$ cat src/rtl/scarv_cop_mem_bridge_pkg.sv
// Shared definitions for the COP memory-port to req/gnt bus bridge:
// FSM encodings, timeout default and the registered bus request record.
package scarv_cop_mem_bridge_pkg;

  localparam logic [1:0] BR_IDLE = 2'd0;
  localparam logic [1:0] BR_REQ  = 2'd1;
  localparam logic [1:0] BR_WAIT = 2'd2;
  localparam logic [1:0] BR_RSP  = 2'd3;

  localparam int unsigned BR_TIMEOUT_DEFAULT = 255;

  typedef struct packed {
    logic        wen;
    logic [31:0] addr;
    logic [31:0] wdata;
    logic [3:0]  ben;
  } bus_txn_t;

  // Reads carry no byte enables on the bus.
  function automatic bus_txn_t br_capture(input logic        wen,
                                          input logic [31:0] addr,
                                          input logic [31:0] wdata,
                                          input logic [3:0]  ben);
    bus_txn_t t;
    t.wen   = wen;
    t.addr  = addr;
    t.wdata = wdata;
    t.ben   = wen ? ben : 4'b0000;
    return t;
  endfunction

endpackage

$ cat src/rtl/scarv_cop_mem_bridge.sv
// Adapts the level-held COP cen/stall memory port to a req/gnt + rvalid bus
// with one outstanding transaction, abort draining and a response timeout.
module scarv_cop_mem_bridge
  import scarv_cop_mem_bridge_pkg::*;
#(
  parameter int unsigned TIMEOUT = BR_TIMEOUT_DEFAULT,
  parameter int unsigned TO_W    = 16
) (
  input  logic        g_clk,
  input  logic        g_resetn,
  input  logic        cop_mem_cen,
  input  logic        cop_mem_wen,
  input  logic [31:0] cop_mem_addr,
  input  logic [31:0] cop_mem_wdata,
  input  logic [3:0]  cop_mem_ben,
  output logic [31:0] cop_mem_rdata,
  output logic        cop_mem_stall,
  output logic        cop_mem_error,
  output logic        bus_req,
  input  logic        bus_gnt,
  output logic        bus_wen,
  output logic [31:0] bus_addr,
  output logic [31:0] bus_wdata,
  output logic [3:0]  bus_ben,
  input  logic        bus_rvalid,
  input  logic [31:0] bus_rdata,
  input  logic        bus_err
);

  logic [1:0]    state;
  logic [1:0]    state_nxt;
  bus_txn_t      txn;
  logic [31:0]   rsp_data;
  logic          rsp_err;
  logic          stale;
  logic          abort;
  logic [TO_W-1:0] tcnt;

  logic timeout;
  logic abort_now;

  assign timeout   = (tcnt == TO_W'(TIMEOUT));
  assign abort_now = abort || !cop_mem_cen;

  // NOTE: every variable assigned in always_comb gets a default first,
  // so no path through the case can leave it unassigned and infer a latch.
  always_comb begin
    state_nxt = state;
    case (state)
      BR_IDLE: if (cop_mem_cen && !stale) state_nxt = BR_REQ;
      BR_REQ:  if (bus_gnt)               state_nxt = BR_WAIT;
      BR_WAIT: if (bus_rvalid || timeout) state_nxt = abort_now ? BR_IDLE : BR_RSP;
      BR_RSP:                             state_nxt = BR_IDLE;
      default:                            state_nxt = BR_IDLE;
    endcase
  end

  // NOTE: sequential state uses non-blocking assignments so every register
  // samples pre-edge values regardless of statement order.
  always_ff @(posedge g_clk or negedge g_resetn) begin
    if (!g_resetn) begin
      state    <= BR_IDLE;
      bus_req  <= 1'b0;
      txn      <= '0;
      rsp_data <= '0;
      rsp_err  <= 1'b0;
      stale    <= 1'b0;
      abort    <= 1'b0;
      tcnt     <= '0;
    end else begin
      state   <= state_nxt;
      bus_req <= (state_nxt == BR_REQ);

      if (state_nxt == BR_IDLE) begin
        abort <= 1'b0;
      end else if (state == BR_REQ || state == BR_WAIT) begin
        abort <= abort_now;
      end

      // A late response to a timed-out transaction may land in RSP or IDLE.
      if (stale && bus_rvalid) stale <= 1'b0;

      case (state)
        BR_IDLE: begin
          if (cop_mem_cen && !stale) begin
            txn  <= br_capture(cop_mem_wen, cop_mem_addr, cop_mem_wdata, cop_mem_ben);
            tcnt <= '0;
          end
        end
        BR_REQ: begin
          if (tcnt != '1) tcnt <= tcnt + 1'b1;
        end
        BR_WAIT: begin
          if (tcnt != '1) tcnt <= tcnt + 1'b1;
          if (bus_rvalid) begin
            rsp_data <= bus_rdata;
            rsp_err  <= bus_err;
          end else if (timeout) begin
            rsp_data <= '0;
            rsp_err  <= 1'b1;
            stale    <= 1'b1;
          end
        end
        default: ;
      endcase
    end
  end

  assign bus_wen   = txn.wen;
  assign bus_addr  = txn.addr;
  assign bus_wdata = txn.wdata;
  assign bus_ben   = txn.ben;

  assign cop_mem_stall = (state != BR_RSP);
  assign cop_mem_rdata = (state == BR_RSP) ? rsp_data : 32'h0;
  assign cop_mem_error = (state == BR_RSP) ? rsp_err  : 1'b0;

endmodule

$ cat config.mk
export PLATFORM = sky130hd
export DESIGN_NAME = scarv_cop_mem_bridge
export DESIGN_NICKNAME = d
export VERILOG_FILES = /design/src/rtl/scarv_cop_mem_bridge_pkg.sv /design/src/rtl/scarv_cop_mem_bridge.sv
export SDC_FILE = /design/constraint.sdc
export NUM_CORES = 1
export LEC_CHECK = 0
export ABC_AREA = 1
export CORE_MARGIN = 2
export CORE_UTILIZATION = 44
export DETAILED_ROUTE_END_ITERATION = 12
export GPL_TIMING_DRIVEN = 0
export PLACE_DENSITY_LB_ADDON = 0.3
export SYNTH_ARGS = -nofsm -noshare
export SYNTH_HDL_FRONTEND = slang
export SYNTH_SLANG_ARGS = --single-unit
export TNS_END_PERCENT = 20
$ cat constraint.sdc
create_clock -name g_clk -period 2.25 [get_ports g_clk]
set_input_delay 0.45 -clock g_clk [delete_from_list [all_inputs] [get_ports g_clk]]
set_output_delay 0.45 -clock g_clk [all_outputs]
set_load 0.05 [all_outputs]
==> impl_metrics.yaml <==
place:
  place.gp.congestion: 0.8405
  dp.final_hpwl_um: 11100
  preCtsSetupSlack_ps: -477.7
  port_buffers: 210
  dp.cells: 989
setup_path:
  cp-start-kind: "register"
  critPathTopFamily: "buffers and inverters"
  critPathKind: "register to primary output"
  r2r_start: "state[0]$_DFF_PN0_"
  end_kind: "primary output"
  crit_buf_inv: 3
  cpMaxStageDelayCell: "dfrtp_2"
  reg2reg_depth: 8
  critPathRequiredTime_ps: 1800
  path_cells: "ha_4 > clkbuf_2 > inv_1 > clkdlybuf4s15_2"
  cpPeakStageDelay_ps: 460
  cp.depth: 4
  arrival_ps: 1690
  path_max_fanout: 10
  crit_start: "state[1]$_DFF_PN0_"
route:
  vias_per_cell: 4.889
  drt_pass1_iterations: 4
  antenna_left: 0
  routedWlPerCell_um: 14.96
  route.detailed.drc: 0
  drt-initial-drc-count: 536
  wirelength_um: 15280
  vias: 4992
global_route:
  grt_max_degree: 73
  grtUsageTotal_pct: 23.64
  overflow: 0
  antenna_found_initial: 0
  grt_pass1_vias: 5086
  grt_pass1_wl_um: 24320
power_and_ir_drop:
  p_total_mw: 13.04
  power_density_nw_per_um2: 1580
  vdd.ir_drop.worst_uv: 1053
  power.leakage_nw: 4.340
finish:
  nets: 975
  layout-drive-gt1-share_pct: 10.64
  diodes: 0
  areaGrowthSynthToFinish_pct: 52.85
  fillers: 895
  stdcell_count: 1021
worst_hold_path:
  hold_depth: 2
  hp-start: "bus_wdata[24]$_DFFE_PN0P_"
  min_path_type: "register to register"
yosys:
  yosys.cell_count.top_type: "nand2_1"
  synthCells: 631
  syn-num-nets: 745
  synth_area_leader_cell: "dfrtp_1"
  synth_edf_count: 0
  synthArstFlopShare_pct: 100.0
  synth_common_cells: "nand2_1 (283), dfrtp_1 (123), inv_1 (68)"
  synth.top_cell.area_share_pct: 57.00
  netlist_area_um2: 5400
  yosys_warnings: 0
  synth_seq_cells: 123
  synth-seq-area-share_pct: 57.00
  ys_types: 27
  synth-main-ff-cell: "dfrtp_1"
  avgSynthCellArea_um2: 8.558
  synth_area_leaders: "dfrtp_1 (57%), nand2_1 (20%), a22o_1 (5.2%), inv_1 (4.7%), ha_1 (1.6%)"
timing:
  whs_ps: 474.8
  finalCritPeriodShare_pct: 95.20
  rsz0062_at_grt: "no"
  max-slew-margin-rel_pct: 61.57
  fin_crit_ps: 2142
  max_freq_mhz: 466.8
  slew_viol_final: 0
  fin_worst_skew_ps: 9.320
  setup_slack_ps: 107.9
  finalHoldViolCount: 0
  setup_violations: 0
  tightestPinTransition_ps: 574.6
floorplanning:
  die_y_um: 114.8
  num_rows: 40
  core_area_um2: 12010
  start_util_pct: 44.96
  dieArea_um2: 13180
  fp.dieW_um: 114.8
  ios: 211
clock_tree:
  clk_pin_slew_ps: 60
  insertion_delay_ps: 410
  cts_root_buf: "clkbuf_16"
  htreeDepth: 4
  clock_sinks: 123
  post_cts_buffers: 0
  cts.path.max_buffers: 2
  cts_tree: "yes"
  cts_buffers: 17
status:
  status: "finished clean"
flow_run:
  maxCapViolations: 0
-- cell families after synthesis --
kind of cell	share of synthesized area, %
AND/OR/NAND/NOR	24.51
flip-flops	57.00
buffers and inverters	7.275
AO/OA/AOI/OAI	8.457
XOR/XNOR	1.135
adder cells (fa/ha/maj)	1.622
-- through the flow --
stage / TNS [ps] / util, % / area [um^2]
after detailed placement: -12060 / 64.23 / 7715
after global placement: -494880 / 63.99 / 7686
after floorplan: 0 / - / 5400
final: 0 / 68.72 / 8254
after global routing: 0 / 68.72 / 8254
after CTS: -1.327 / 68.55 / 8234
-- sequential cells by signal, indices dropped and copies added (netlist names) --
register	cells
abort	1
bus_addr	32
bus_ben	4
bus_req	1
bus_wdata	32
bus_wen	1
rsp_data	32
rsp_err	1
stale	1
state	2
tcnt	16
-- layout make-up --
cell class | count | area, um^2 | share of cell area, %
Clock inverter | 12 | 168.9 | 2.046
Sequential cell | 123 | 3080 | 37.32
Multi-Input combinational cell | 408 | 1942 | 23.53
Buffer | 28 | 133.9 | 1.622
Inverter | 71 | 266.5 | 3.229
Tap cell | 147 | 183.9 | 2.228
Timing Repair Buffer | 212 | 2012 | 24.37
Clock buffer | 20 | 466.7 | 5.654
-- cell usage in the layout (no fill, tap or decap), types with 6 or more instances in the layout --
master,netlist,final
ha_1,7,6
inv_1,68,68
xor2_1,7,7
clkbuf_1,18,12
clkdlybuf4s50_1,0,175
a21oi_1,11,11
a22o_1,32,32
nand3_1,16,16
o21ai_0,8,8
buf_2,5,28
nand2_1,283,283
dfrtp_1,123,121
nor2_1,12,12
clkbuf_16,0,17
buf_4,1,6
-- worst min-delay path, stage by stage, from the launching register on --
cell and delay, ps:
dfrtp_1 340, nand2_1 50, nand2_1 50
-- report_power, final --
part	internal, mW	leakage [nW]	switching (mW)	total [mW]
clock	1.93	0.312	0.963	2.89
combinational	2.09	2.47	4.37	6.46
sequential	3.14	1.56	0.549	3.68
total	7.16	4.34	5.88	13.0
-- per-layer routing --
| metal | vias to the layer above | track usage [%] | part of all wire [%] |
|---|---|---|---|
| met4 | 0 | 7.952 | 1.6 |
| met3 | 16 | 7.011 | 6.2 |
| met1 | 2381 | 27.95 | 41 |
| li1 | 2426 | - | - |
| met5 | - | 0 | 0 |
| met2 | 169 | 41.42 | 51 |
-- path summary, 6_finish.rpt --
check | endpoint | slack (ps)
worst max register to register | bus_addr[1]$_DFFE_PN0P_ | 360
worst min-delay path | bus_wdata[24]$_DFFE_PN0P_ | 470
min in group asynchronous | bus_addr[0]$_DFFE_PN0P_ | 550
worst max-delay path | cop_mem_stall | 110
max in group asynchronous | state[0]$_DFF_PN0_ | 980
worst min register to register | bus_wdata[24]$_DFFE_PN0P_ | 470
-- timing repair --
item | CTS | global route
gates resized for setup | 166 | 10
setup endpoints to repair | 34 | 35
endpoints found under the hold margin | 27 | 0
hold buffers | 1 | 0
Power figures use the tool's default switching activity.
==> RTL change 1 (config.mk and constraints unchanged) <==
The parameter `TO_W` goes from 16 to 18.
--- a/src/rtl/scarv_cop_mem_bridge.sv
+++ b/src/rtl/scarv_cop_mem_bridge.sv
@@ -4,7 +4,7 @@
   import scarv_cop_mem_bridge_pkg::*;
 #(
   parameter int unsigned TIMEOUT = BR_TIMEOUT_DEFAULT,
-  parameter int unsigned TO_W    = 16
+  parameter int unsigned TO_W    = 18
 ) (
   input  logic        g_clk,
   input  logic        g_resetn,
Formal check against the unedited RTL: same outputs for any inputs over 10 cycles, from zero or initial values and one cycle with g_resetn low; that may be too few to reach the edited logic, so the function may still have changed.
==> RTL change 1 against the unedited design <==
  * Largest cell class unchanged
  * Area after synthesis is 2.6% higher
  * Count of clock-buffer cells in the layout stayed put
  * Critical endpoint unchanged
  * Setup slack better by 0.019 ns
  * Via count is 5.2% higher
  * Total power is 0.36% higher
  * Sequential cell count is 2 higher
  * Highest routed layer unchanged
  * Utilization is 0.30 points higher
  * Final area is 1.7% higher
  * Synthesized cell count is 2.2% higher
  * Critical path depth stayed put
  * Routed wire length is 9.5% higher
==> RTL change 1: results <==
[cts]
cts-buffers-inserted = 17
clkLatencyLatePin_ns = 0.41
post_cts_repair_setup_buffers = 0
clock_transition_at_path_regs_ns = 0.05
root_buffer = "clkbuf_16"
clock_tree.htree_level_count = 4
clk_path_buf_depth = 2

[placed_design]
place.gp.congestion = 0.919
port_buffers = 210
placed_instance_area_mm2 = 0.00788
detailed_place_hpwl_um = 12000

[synthesis]
synth_mux_area_frac = 0
synth_async_sr_flop_share = 1.00
synth_compound_gate_area_share = 0.0826
syn-num-nets = 759
yosys-top-cells-count = "nand2_1, dfrtp_1, inv_1, a22o_1, nor2_1"
yosysUniqueCellTypes = 29
synthAdderAreaFrac = 0.0158
yosys.area_share.xor_xnor = 0.0158
synth.yosys.seq_area_share = 0.564
dominantRegCellSynth = "dfrtp_1"
ys_top_cells_by_area = "dfrtp_1, nand2_1, a22o_1"
synth_warnings = 0

[route]
detail_route.first_pass.iterations = 5
drt_wl_total_um = 16700
via_count = 5253
iter_0_drt_violations = 402

[final_layout]
antenna_cells = 0
final.fill_count = 925
finalNetCount = 989
synthToLayoutAreaGrowth_pct = 51.4
layout-drive-gt1-share = 0.101

[outcome]
run_status = "complete, no violations"

[global_route]
met3_usage = 0.0633
grt_start_max_net_pins = 89
gr-usage-all-layers = 0.250
grt_pass1_wl_um = 26200
grt_antenna_before_repair = 0
gr-usage-met2 = 0.433
gr-usage-met1 = 0.304

[pwr]
max-vdd-ir-drop_uv = 832
power.static_leakage_nw = 4.35

[timing]
max_slew_violation_count = 0
finalClockSkew_ns = 0.0107
worst_max_slew_pin_slew_ns = 0.601

[setup_path]
maximum_net_fanout_on_the_critical_path = 10
critical_path.slowest_cell = "dfrtp_2"
crit_arrival_ns = 1.67
crit_path_max_incr_delay_ns = 0.46

[worst_hold_path]
hold_wc_path_type = "flip-flop to flip-flop"
[RTL change 1: cell count changes after synthesis, sizes merged]
cell | unedited run | this run
xnor2 | 0 | 3
nor4 | 0 | 1
o21a | 1 | 0
nand3 | 18 | 22
nor2 | 14 | 22
nor3 | 5 | 3
or2 | 4 | 2
o31ai | 5 | 8
nand2 | 285 | 289
o21ai | 13 | 15
nand4 | 5 | 6
dfrtp | 123 | 125
a21oi | 11 | 7
inv | 71 | 66
[RTL change 1: critical path, delay by kind of cell (launching register included)]
kind,cells,cell delay (ns)
flip-flops,1,0.46
buffers and inverters,3,0.61
adder cells (fa/ha/maj),1,0.20
[RTL change 1: per-stage QoR]
stage                     worst slack (ns)  std cells  hold WS [ns]
after floorplan                      0.391        645         0.154
after global placement               -3.94       1023         0.461
after detailed placement            -0.506       1024         0.376
after CTS                          -0.0977       1055         0.481
after global routing                0.0117       1055         0.494
final                                0.127       1055         0.477
[RTL change 1: final timing paths]
check                        startpoint             to  slack (ns)  depth (start not counted)
max in group asynchronous      g_resetn        tcnt[3]        1.00                          3
max reg2reg                    state[0]       tcnt[10]        0.22                         10
min in group asynchronous      g_resetn  bus_wdata[15]        0.50                          2
min reg2reg                bus_addr[22]   bus_addr[22]        0.48                          2
min                        bus_addr[22]   bus_addr[22]        0.48                          2
max                            state[1]  cop_mem_stall        0.13                          4
[RTL change 1: what timing repair did]
item | in CTS | in global routing
endpoints found under the setup margin | 34 | 43
hold buffers | 1 | 0
resized for setup | 169 | 6
endpoints found under the hold margin | 37 | 0
[RTL change 1: cell families after synthesis]
| logic type | Yosys count |
|---|---|
| xor gates and xnor gates | 10 |
| and+or+nand+nor | 345 |
| buffers and inverters | 95 |
| AOI/OAI and AO/OA | 63 |
| DFF | 125 |
| adders and majority gates | 7 |
[RTL change 1: power by group]
part	total (W)	leakage, nW	switching, W	internal [W]
combinational	0.00653	2.47	0.00443	0.00210
sequential	0.00373	1.58	0.000558	0.00317
clock	0.00282	0.290	0.000977	0.00185
[RTL change 1: final cells by class]
| class | count | share of cell area |
|---|---|---|
| Sequential cell | 125 | 0.373 |
| Multi-Input combinational cell | 425 | 0.242 |
| Timing Repair Buffer | 212 | 0.240 |
| Clock buffer | 20 | 0.0520 |
| Inverter | 66 | 0.0295 |
| Tap cell | 168 | 0.0250 |
| Clock inverter | 11 | 0.0200 |
| Buffer | 28 | 0.0180 |
[RTL change 1: layer usage]
layer | vias to the layer above | part of all wire
li1 | 2472 | -
met1 | 2530 | 0.40
met2 | 226 | 0.51
met3 | 25 | 0.075
met4 | 0 | 0.019
met5 | - | 0
==> RTL change 2 (config.mk and constraints unchanged) <==
Without the edit above. One comparison of `tcnt` changes from == to >=.
--- a/src/rtl/scarv_cop_mem_bridge.sv
+++ b/src/rtl/scarv_cop_mem_bridge.sv
@@ -39,7 +39,7 @@
   logic timeout;
   logic abort_now;
 
-  assign timeout   = (tcnt == TO_W'(TIMEOUT));
+  assign timeout   = (tcnt >= TO_W'(TIMEOUT));
   assign abort_now = abort || !cop_mem_cen;
 
   // NOTE: every variable assigned in always_comb gets a default first,
Formal check against the unedited RTL: same outputs for any inputs over 10 cycles, from zero or initial values and one cycle with g_resetn low; that may be too few to reach the edited logic, so the function may still have changed.
==> RTL change 2 against the unedited design <==
  * Routed wire length is 0.82% higher
  * Utilization is 0.23 points higher
  * Total power is 1.5% higher
  * Count of clock-buffer cells in the layout is 1 lower
  * Synthesized cell count is 2.5% lower
  * Final area is 0.33% higher
  * Sequential cell count stayed put
  * Area after synthesis is 0.37% higher
  * Setup slack worse by 0.016 ns
  * Combinational power hardly changed
  * Clock power is 7% higher
  * First-iteration DRC count is 30% lower
==> RTL change 2: results <==
[final_layout]
seq_cells = 123
non_clock_buffer_count = 239
final.fill_count = 924
area.share.sequential = 0.372
clkCellAreaFrac = 0.0802
multi_input_combinational_area_share = 0.242
non_clock_buffer_area_share = 0.258
finalNonFillerCells = 1005
nonClockInverterCount = 56
finalNetCount = 959

[setup_path]
regToRegEndpoint = "bus_wdata[24]"
rr_startpoint = "state[0]"
crit_arrival_ns = 1.71

[global_route]
gr-usage-all-layers = 0.239
via_count_of_the_first_global_routing_pass = 4990
grt_pass1_wl_um = 24600

[route]
drt_wl_total_um = 15400
iter_0_drt_violations = 377
m1WireLength_um = 6440
routed_length_on_met2_um = 7770
met3_length_um = 882
drt_via_density = 4.93

[placed_design]
pre_cts_ws_ns = -0.540
placed_instance_area_mm2 = 0.00773
detailed_place_hpwl_um = 11000
number_of_placed_instances_taps_included = 973
place.gp.congestion = 0.882

[synthesis]
ys_top_cells_by_area = "dfrtp_1, nand2_1, a22o_1"
syn-num-nets = 729
synth.yosys.seq_area_share = 0.568
yosys-top-cells-count = "nand2_1, dfrtp_1, inv_1, a22o_1, nor2_1"
yosysUniqueCellTypes = 32

[timing]
finalClockSkew_ns = 0.00871
relSlewSlack = 0.633
final.hold.worst_slack_ns = 0.479
timing.final.crit_period_ns = 2.16

[outcome]
run_status = "complete, no violations"

[pwr]
clockPowerShare = 0.232
fraction_of_power_consumed_by_sequential_logic = 0.278
switching_share = 0.447

[worst_hold_path]
worst_hold_startpoint = "bus_addr[5]"
hold_end = "bus_addr[5]"

[cts]
clk_path_buf_depth = 2
-- RTL change 2: worst max-delay path, delay by kind of cell, from the launching register on --
| family | cells | cell delay (ns) |
|---|---|---|
| buf+inv | 3 | 0.63 |
| flops | 1 | 0.45 |
| fa+ha+maj | 1 | 0.21 |
-- RTL change 2: kinds of logic (layout without fill, tap and decap cells) --
family	after synthesis	count (layout)	share of synthesized area
AOI/OAI and AO/OA	62	62	0.0875
xor gates and xnor gates	11	11	0.0178
adders and majority gates	7	7	0.0162
buffers and inverters	84	327	0.0649
DFF	123	123	0.568
and+or+nand+nor	328	328	0.246
-- RTL change 2: metal layers --
layer / up-vias / track usage
met4: 0 / 0.0972
met3: 22 / 0.0564
met5: - / 0
li1: 2388 / -
met2: 189 / 0.413
met1: 2354 / 0.289
-- RTL change 2: what timing repair did --
action | CTS | global route
setup endpoints to repair | 34 | 91
hold buffers | 1 | 0
gates resized for setup | 157 | 6
hold endpoints to repair | 37 | 0
